**src/rtl/countdown_timer_pkg.sv**
```systemverilog
// clock_pkg: BCD digit/time types, digit limits, timer states, load check.
// Shared by the clock and countdown blocks.
package clock_pkg;

  typedef logic [3:0] bcd_t;

  typedef struct packed {
    bcd_t hour_10;
    bcd_t hour_unit;
    bcd_t min_10;
    bcd_t min_unit;
    bcd_t sec_10;
    bcd_t sec_unit;
  } time_t;

  localparam int HOUR_10_LSB   = 20;
  localparam int HOUR_UNIT_LSB = 16;
  localparam int MIN_10_LSB    = 12;
  localparam int MIN_UNIT_LSB  = 8;
  localparam int SEC_10_LSB    = 4;
  localparam int SEC_UNIT_LSB  = 0;

  localparam int SEC_10_MAX  = 5;
  localparam int MIN_10_MAX  = 5;
  localparam int UNIT_MAX    = 9;
  localparam int HOUR_MAX    = 23;
  localparam int HOUR_10_MAX = HOUR_MAX / 10;

  typedef enum logic [1:0] {
    IDLE,
    RUN,
    PAUSED,
    EXPIRED
  } tstate_t;

  function automatic logic time_valid(time_t t);
    logic hr_ok;
    hr_ok = (t.hour_10 < 4'(HOUR_10_MAX)
             && t.hour_unit <= 4'(UNIT_MAX))
         || (t.hour_10 == 4'(HOUR_10_MAX)
             && t.hour_unit <= 4'(HOUR_MAX % 10));
    return hr_ok
        && t.min_10   <= 4'(MIN_10_MAX)
        && t.min_unit <= 4'(UNIT_MAX)
        && t.sec_10   <= 4'(SEC_10_MAX)
        && t.sec_unit <= 4'(UNIT_MAX);
  endfunction

endpackage

```
**src/rtl/countdown_timer_if.sv**
```systemverilog
// Countdown timer control/status bundle.
// master: load/load_time/start/stop out; slave: time_out/running/done/load_err out.
interface countdown_timer_if
  import clock_pkg::*;
();
  logic  load;
  time_t load_time;
  logic  start;
  logic  stop;
  time_t time_out;
  logic  running;
  logic  done;
  logic  load_err;

  modport master (
    output load, load_time, start, stop,
    input  time_out, running, done, load_err
  );

  modport slave (
    input  load, load_time, start, stop,
    output time_out, running, done, load_err
  );
endinterface

```
**src/rtl/countdown_timer_bcd_digit_dec.sv**
```systemverilog
// bcd_digit_dec: one BCD digit of the decrement ripple chain.
// digit/borrow_in -> digit_next/borrow_out; wraps 0 to MAX on borrow.
module bcd_digit_dec
  import clock_pkg::*;
#(
  parameter int MAX = 9
) (
  input  bcd_t digit,
  input  logic borrow_in,
  output bcd_t digit_next,
  output logic borrow_out
);
  logic zero;

  assign zero       = (digit == 4'd0);
  assign borrow_out = borrow_in & zero;
  assign digit_next = !borrow_in ? digit
                    : zero       ? 4'(MAX)
                    : digit - 4'd1;
endmodule

```
**src/rtl/countdown_timer.sv**
```systemverilog
// countdown_timer: BCD HH:MM:SS countdown, clk/rst_n plus slave bus.
// `define COUNTDOWN_AUTO_RELOAD_EN reloads the preset at expiry.
module countdown_timer
  import clock_pkg::*;
#(
  parameter int CLKS_PER_SEC = 1
) (
  input  logic               clk,
  input  logic               rst_n,
  countdown_timer_if.slave   bus
);
  localparam int PW =
    (CLKS_PER_SEC > 1) ? $clog2(CLKS_PER_SEC) : 1;
  localparam logic [PW-1:0] PMAX = PW'(CLKS_PER_SEC - 1);

  tstate_t       state;
  time_t         cur;
  logic [PW-1:0] presc;
  logic          running;
  logic          done;
  logic          load_err;
`ifdef COUNTDOWN_AUTO_RELOAD_EN
  time_t         preset;
`endif

  time_t      dec;
  logic [6:0] brw;
  logic       underflow;

  assign brw[0] = 1'b1;

  // Digit 0 is sec_unit; limits follow the HH:MM:SS digit ranges.
  for (genvar i = 0; i < 6; i++) begin : g_dec
    localparam int M =
      (i == 1) ? SEC_10_MAX :
      (i == 3) ? MIN_10_MAX :
      (i == 5) ? HOUR_10_MAX : UNIT_MAX;
    bcd_digit_dec #(.MAX(M)) u_dig (
      .digit      (cur[4*i +: 4]),
      .borrow_in  (brw[i]),
      .digit_next (dec[4*i +: 4]),
      .borrow_out (brw[i+1])
    );
  end

  // Borrow out of hour_10 means cur was already zero; treat as expiry.
  assign underflow = brw[6];

  always_ff @(posedge clk or negedge rst_n) begin
    if (!rst_n) begin
      state    <= IDLE;
      cur      <= '0;
      presc    <= '0;
      running  <= 1'b0;
      done     <= 1'b0;
      load_err <= 1'b0;
`ifdef COUNTDOWN_AUTO_RELOAD_EN
      preset   <= '0;
`endif
    end else begin
      done     <= 1'b0;
      load_err <= 1'b0;
      if (bus.load) begin
        if (time_valid(bus.load_time)) begin
          cur     <= bus.load_time;
`ifdef COUNTDOWN_AUTO_RELOAD_EN
          preset  <= bus.load_time;
`endif
          state   <= IDLE;
          presc   <= '0;
          running <= 1'b0;
        end else begin
          load_err <= 1'b1;
        end
      end else if (bus.stop) begin
        if (state == RUN) begin
          state   <= PAUSED;
          running <= 1'b0;
        end
      end else begin
        unique case (1'b1)
          (state == IDLE): begin
            if (bus.start) begin
              if (cur != '0) begin
                state   <= RUN;
                presc   <= '0;
                running <= 1'b1;
              end else begin
                state <= EXPIRED;
                done  <= 1'b1;
              end
            end
          end
          (state == PAUSED): begin
            if (bus.start) begin
              state   <= RUN;
              running <= 1'b1;
            end
          end
          (state == RUN): begin
            if (presc == PMAX) begin
              presc <= '0;
              if (dec == '0 || underflow) begin
                done <= 1'b1;
`ifdef COUNTDOWN_AUTO_RELOAD_EN
                cur <= preset;
`else
                cur     <= '0;
                state   <= EXPIRED;
                running <= 1'b0;
`endif
              end else begin
                cur <= dec;
              end
            end else begin
              presc <= presc + PW'(1);
            end
          end
          default: ;
        endcase
      end
    end
  end

  assign bus.time_out = cur;
  assign bus.running  = running;
  assign bus.done     = done;
  assign bus.load_err = load_err;
endmodule

```
**src/flat_wrapper.sv**
```systemverilog
// flat-port wrapper written by rule: the top's interface ports become plain ports
module countdown_timer_flat import clock_pkg::*;
#(
  parameter int CLKS_PER_SEC = 1
)
  (clk, rst_n, bus_load, bus_load_time, bus_start, bus_stop, bus_time_out, bus_running, bus_done, bus_load_err);
  countdown_timer_if bus_i ();
  input  logic clk;
  input  logic rst_n;
  input wire logic [$bits(bus_i.load)-1:0] bus_load;
  input wire logic [$bits(bus_i.load_time)-1:0] bus_load_time;
  input wire logic [$bits(bus_i.start)-1:0] bus_start;
  input wire logic [$bits(bus_i.stop)-1:0] bus_stop;
  output wire logic [$bits(bus_i.time_out)-1:0] bus_time_out;
  output wire logic [$bits(bus_i.running)-1:0] bus_running;
  output wire logic [$bits(bus_i.done)-1:0] bus_done;
  output wire logic [$bits(bus_i.load_err)-1:0] bus_load_err;
  assign bus_i.load = bus_load;
  assign bus_i.load_time = bus_load_time;
  assign bus_i.start = bus_start;
  assign bus_i.stop = bus_stop;
  assign bus_time_out = bus_i.time_out;
  assign bus_running = bus_i.running;
  assign bus_done = bus_i.done;
  assign bus_load_err = bus_i.load_err;
  countdown_timer #(.CLKS_PER_SEC(CLKS_PER_SEC)) u_core (.clk(clk), .rst_n(rst_n), .bus(bus_i));
endmodule
```
**config.mk**
```make
export PLATFORM = sky130hd
export DESIGN_NAME = countdown_timer_flat
export DESIGN_NICKNAME = d
export VERILOG_FILES = /design/src/rtl/countdown_timer_pkg.sv /design/src/rtl/countdown_timer_if.sv /design/src/rtl/countdown_timer_bcd_digit_dec.sv /design/src/rtl/countdown_timer.sv /design/src/flat_wrapper.sv
export SDC_FILE = /design/constraint.sdc
export NUM_CORES = 1
export LEC_CHECK = 0
export BUFFER_PORTS_ARGS = -buffer_cell sky130_fd_sc_hd__buf_2
export CORE_UTILIZATION = 45
export CTS_CLUSTER_SIZE = 16
export DETAILED_ROUTE_END_ITERATION = 10
export PLACE_DENSITY_LB_ADDON = 0.12
export SETUP_SLACK_MARGIN = 0.05
export SYNTH_ARGS = -nofsm -noshare
export SYNTH_HDL_FRONTEND = slang
export SYNTH_SLANG_ARGS = --single-unit
```
**constraint.sdc**
```tcl
create_clock -name clk -period 5.19 [get_ports clk]
set_clock_uncertainty 0.1 [all_clocks]
set_input_delay 1.038 -clock clk [delete_from_list [all_inputs] [get_ports clk]]
set_output_delay 1.038 -clock clk [all_outputs]
set_load 0.01 [all_outputs]
```
==> results.ini <==
[status]
outcome = finished clean

[logic_synthesis]
synth_most_common_cell = dfrtp_1
async_flop_share_pct = 100
syn_inst = 236
netlist_area_mm2 = 0.00202
synth_edf_count = 0
synth_fa_ha_area_share_pct = 2.47
yosys_warnings = 0
syn_avg_cell_area_um2 = 8.57
muxShareOfSynthArea_pct = 0
ys_seq_area_share_pct = 35.9
synth_top_family_by_area = compound AO/OA/AOI/OAI gates
synthDistinctLibCells = 53
synth_top_area_share_pct = 35.9
synthTopCellsByCount = dfrtp_1 (29), o21ai_0 (23), nand2_1 (21)
synth_compound_area_share_pct = 29.6
synthFlopType = dfrtp_1
synth_area_leader_cell = dfrtp_1
synth_nets = 269
synth.top_cells.by_area = dfrtp_1 (36%), o21ai_0 (5.7%), a21oi_1 (4.0%), nand2_1 (3.9%), nor2_1 (3.7%)
synth-seq-cells = 29
synth-simple-area-share_pct = 26.7
synth_xor_xnor_area_share_pct = 0

[timing]
relSlewSlack_pct = 55.3
rsz0062_at_grt = false
period_minus_slack_ns = 3.09
finalSetupViolations = 0
tightestPinTransition_ns = 0.671
timing.final.crit_share_pct = 59.5
max_freq_ghz = 0.324
fin_setup_tns_ns = 0
report.final.slew_viol_count = 0
hold_viol = 0

[global_routing]
grt_pass1_vias = 1905
grt_max_degree = 30
overflow = 0
grt_usage_pct = 24.4
antenna_found_initial = 0
grt_pass1_wl_mm = 9.29

[clock_tree]
cts_root_buffer = clkbuf_8
cts_buffers = 5
clkLatencyLatePin_ns = 0.28
post-cts-setup-buffers = 0
htreeDepth = 2
cts.sinks = 29
clockBufferDepth = 2
cts_tree = built
cts_hold_buf = 0
ctsResizeCount = 0
clk_pin_slew_ns = 0.07

[drt]
totalWireLength_mm = 5.48
ant_nets = 0
wl_per_cell_um = 16.1
drc_errors = 0
via_per_inst = 6.03
dr.pass1.iters = 6
initialDrtViolationCount = 176
via_count = 2056

[power]
p_clk_share_pct = 18.5
combPwrFrac_pct = 43.1
p_sw_uw = 453
seq_power_share_pct = 38.4
p_leak_uw = 0.00106
switching_share_pct = 43.6
ir_drop_v = 0.000221
p_int_uw = 587
power_density_mw_per_mm2 = 432

[finish]
fin_area_mm2 = 0.00241
antenna-diode-count = 0
drive_above_1_share_pct = 27.7
fin_nets = 322
nFillCells = 442
synthToLayoutAreaGrowth_pct = 19.0

[worst_setup_path]
worstPathArrival_ns = 3.15
cp-end-kind = flop
critPathMaxFanout = 27
cp.required_ns = 5.25
worstSetupPathType = in -> reg
crit_path_start_kind = primary input

[min_path]
hold_path.class = reg -> reg

[floorplan]
start_util_pct = 46.8
num_rows = 24
num_io_pins = 56
dieArea_mm2 = 0.00477
die_h_um = 69.1
fp.dieW_um = 69.1
core_area_mm2 = 0.00432

[place]
place_congestion = 0.868
numPortBuffers = 55
hpwl_mm = 4.05
place_area_mm2 = 0.00232

[job]
cap_violations = 0

[layer usage]
layer | vias up | wire length, um | global-route usage [%]
li1 | 1015 | - | -
met4 | 0 | 65 | 6.80
met2 | 61 | 2540 | 38.5
met3 | 9 | 272 | 4.68
met5 | - | 0 | 0
met1 | 971 | 2600 | 34.0
[power groups by stage]
| stage | sequential (uW) | clock, uW | combinational, uW |
|---|---|---|---|
| 5_1_grt | 415 | 208 | 499 |
| 6_report | 399 | 192 | 448 |
| 3_3_place_gp | 400 | 0 | 446 |
| 4_1_cts | 398 | 197 | 450 |
| 3_5_place_dp | 402 | 0 | 447 |
| 2_1_floorplan | 413 | 0 | 280 |
[flip-flops by register name, summed over array words and instances (netlist names)]
signal and count:
u_core.bus.time_out 24, u_core.state 2, u_core.bus.done 1, u_core.bus.load_err 1, u_core.bus.running 1
[critical path, stage by stage]
cell	delay (ns)
buf_2	0.38
inv_1	0.20
nor3_1	0.25
buf_4	0.25
a21o_1	0.36
nand3_2	0.31
o311ai_0	0.35
[path summary, 6_finish.rpt]
path                                        start                 endpoint  slack, ns  cells past startpoint
min in group asynchronous                   rst_n   u_core.bus.time_out[6]       0.69                      1
max                                      bus_load  u_core.bus.time_out[21]       2.10                      7
min                            u_core.bus.running       u_core.bus.running       0.41                      1
max in group asynchronous                   rst_n   u_core.bus.time_out[0]       3.86                      1
min reg2reg                    u_core.bus.running       u_core.bus.running       0.41                      1
max reg2reg                u_core.bus.time_out[4]          u_core.state[1]       2.27                      7
[stage by stage]
stage | total power [uW] | std cells | hold WS, ns | worst slack (ns) | utilization, %
finish | 1040 | 341 | 0.412 | 2.10 | 55.7
global route | 1120 | 341 | 0.450 | 1.82 | 55.7
CTS | 1040 | 341 | 0.415 | 2.15 | 55.7
detailed placement | 849 | 334 | 0.392 | 1.87 | 53.7
global placement | 846 | 334 | 0.388 | 1.93 | 53.7
floorplan | 692 | 236 | 0.386 | 2.29 | -
[cell type report]
cell class	instances	area, um2	share of cell area (%)
Clock buffer	7	86.3	3.59
Inverter	14	52.6	2.18
Multi-Input combinational cell	182	1190	49.3
Sequential cell	29	726	30.1
Tap cell	52	65.1	2.70
Timing Repair Buffer	57	290	12.1
[cell usage in the layout, fill, tap and decap left out, types with 2 or more instances in the layout]
cell	count
nor4_4	2
nor2_1	20
nor4_1	5
o31ai_1	3
dfrtp_1	29
a21o_1	3
a221o_1	5
o311ai_0	2
and3_1	2
nand2_1	21
a22oi_1	4
nand2b_1	2
a32oi_1	5
buf_2	55
a21oi_1	16
o21ai_0	23
clkbuf_8	6
inv_1	14
or3_1	3
a211oi_1	3
and2_1	3
nor3_1	14
ha_1	4
nand3_1	8
buf_4	2
nand4_1	2
o22ai_1	3
a31o_2	3
o221ai_1	2
[logic make-up after synthesis]
family          count (synthesis)
flops                          29
fa+ha+maj                       4
buf+inv                        25
compound gates                 82
simple gates                   96
No activity file was read; power rests on OpenSTA's default activity.
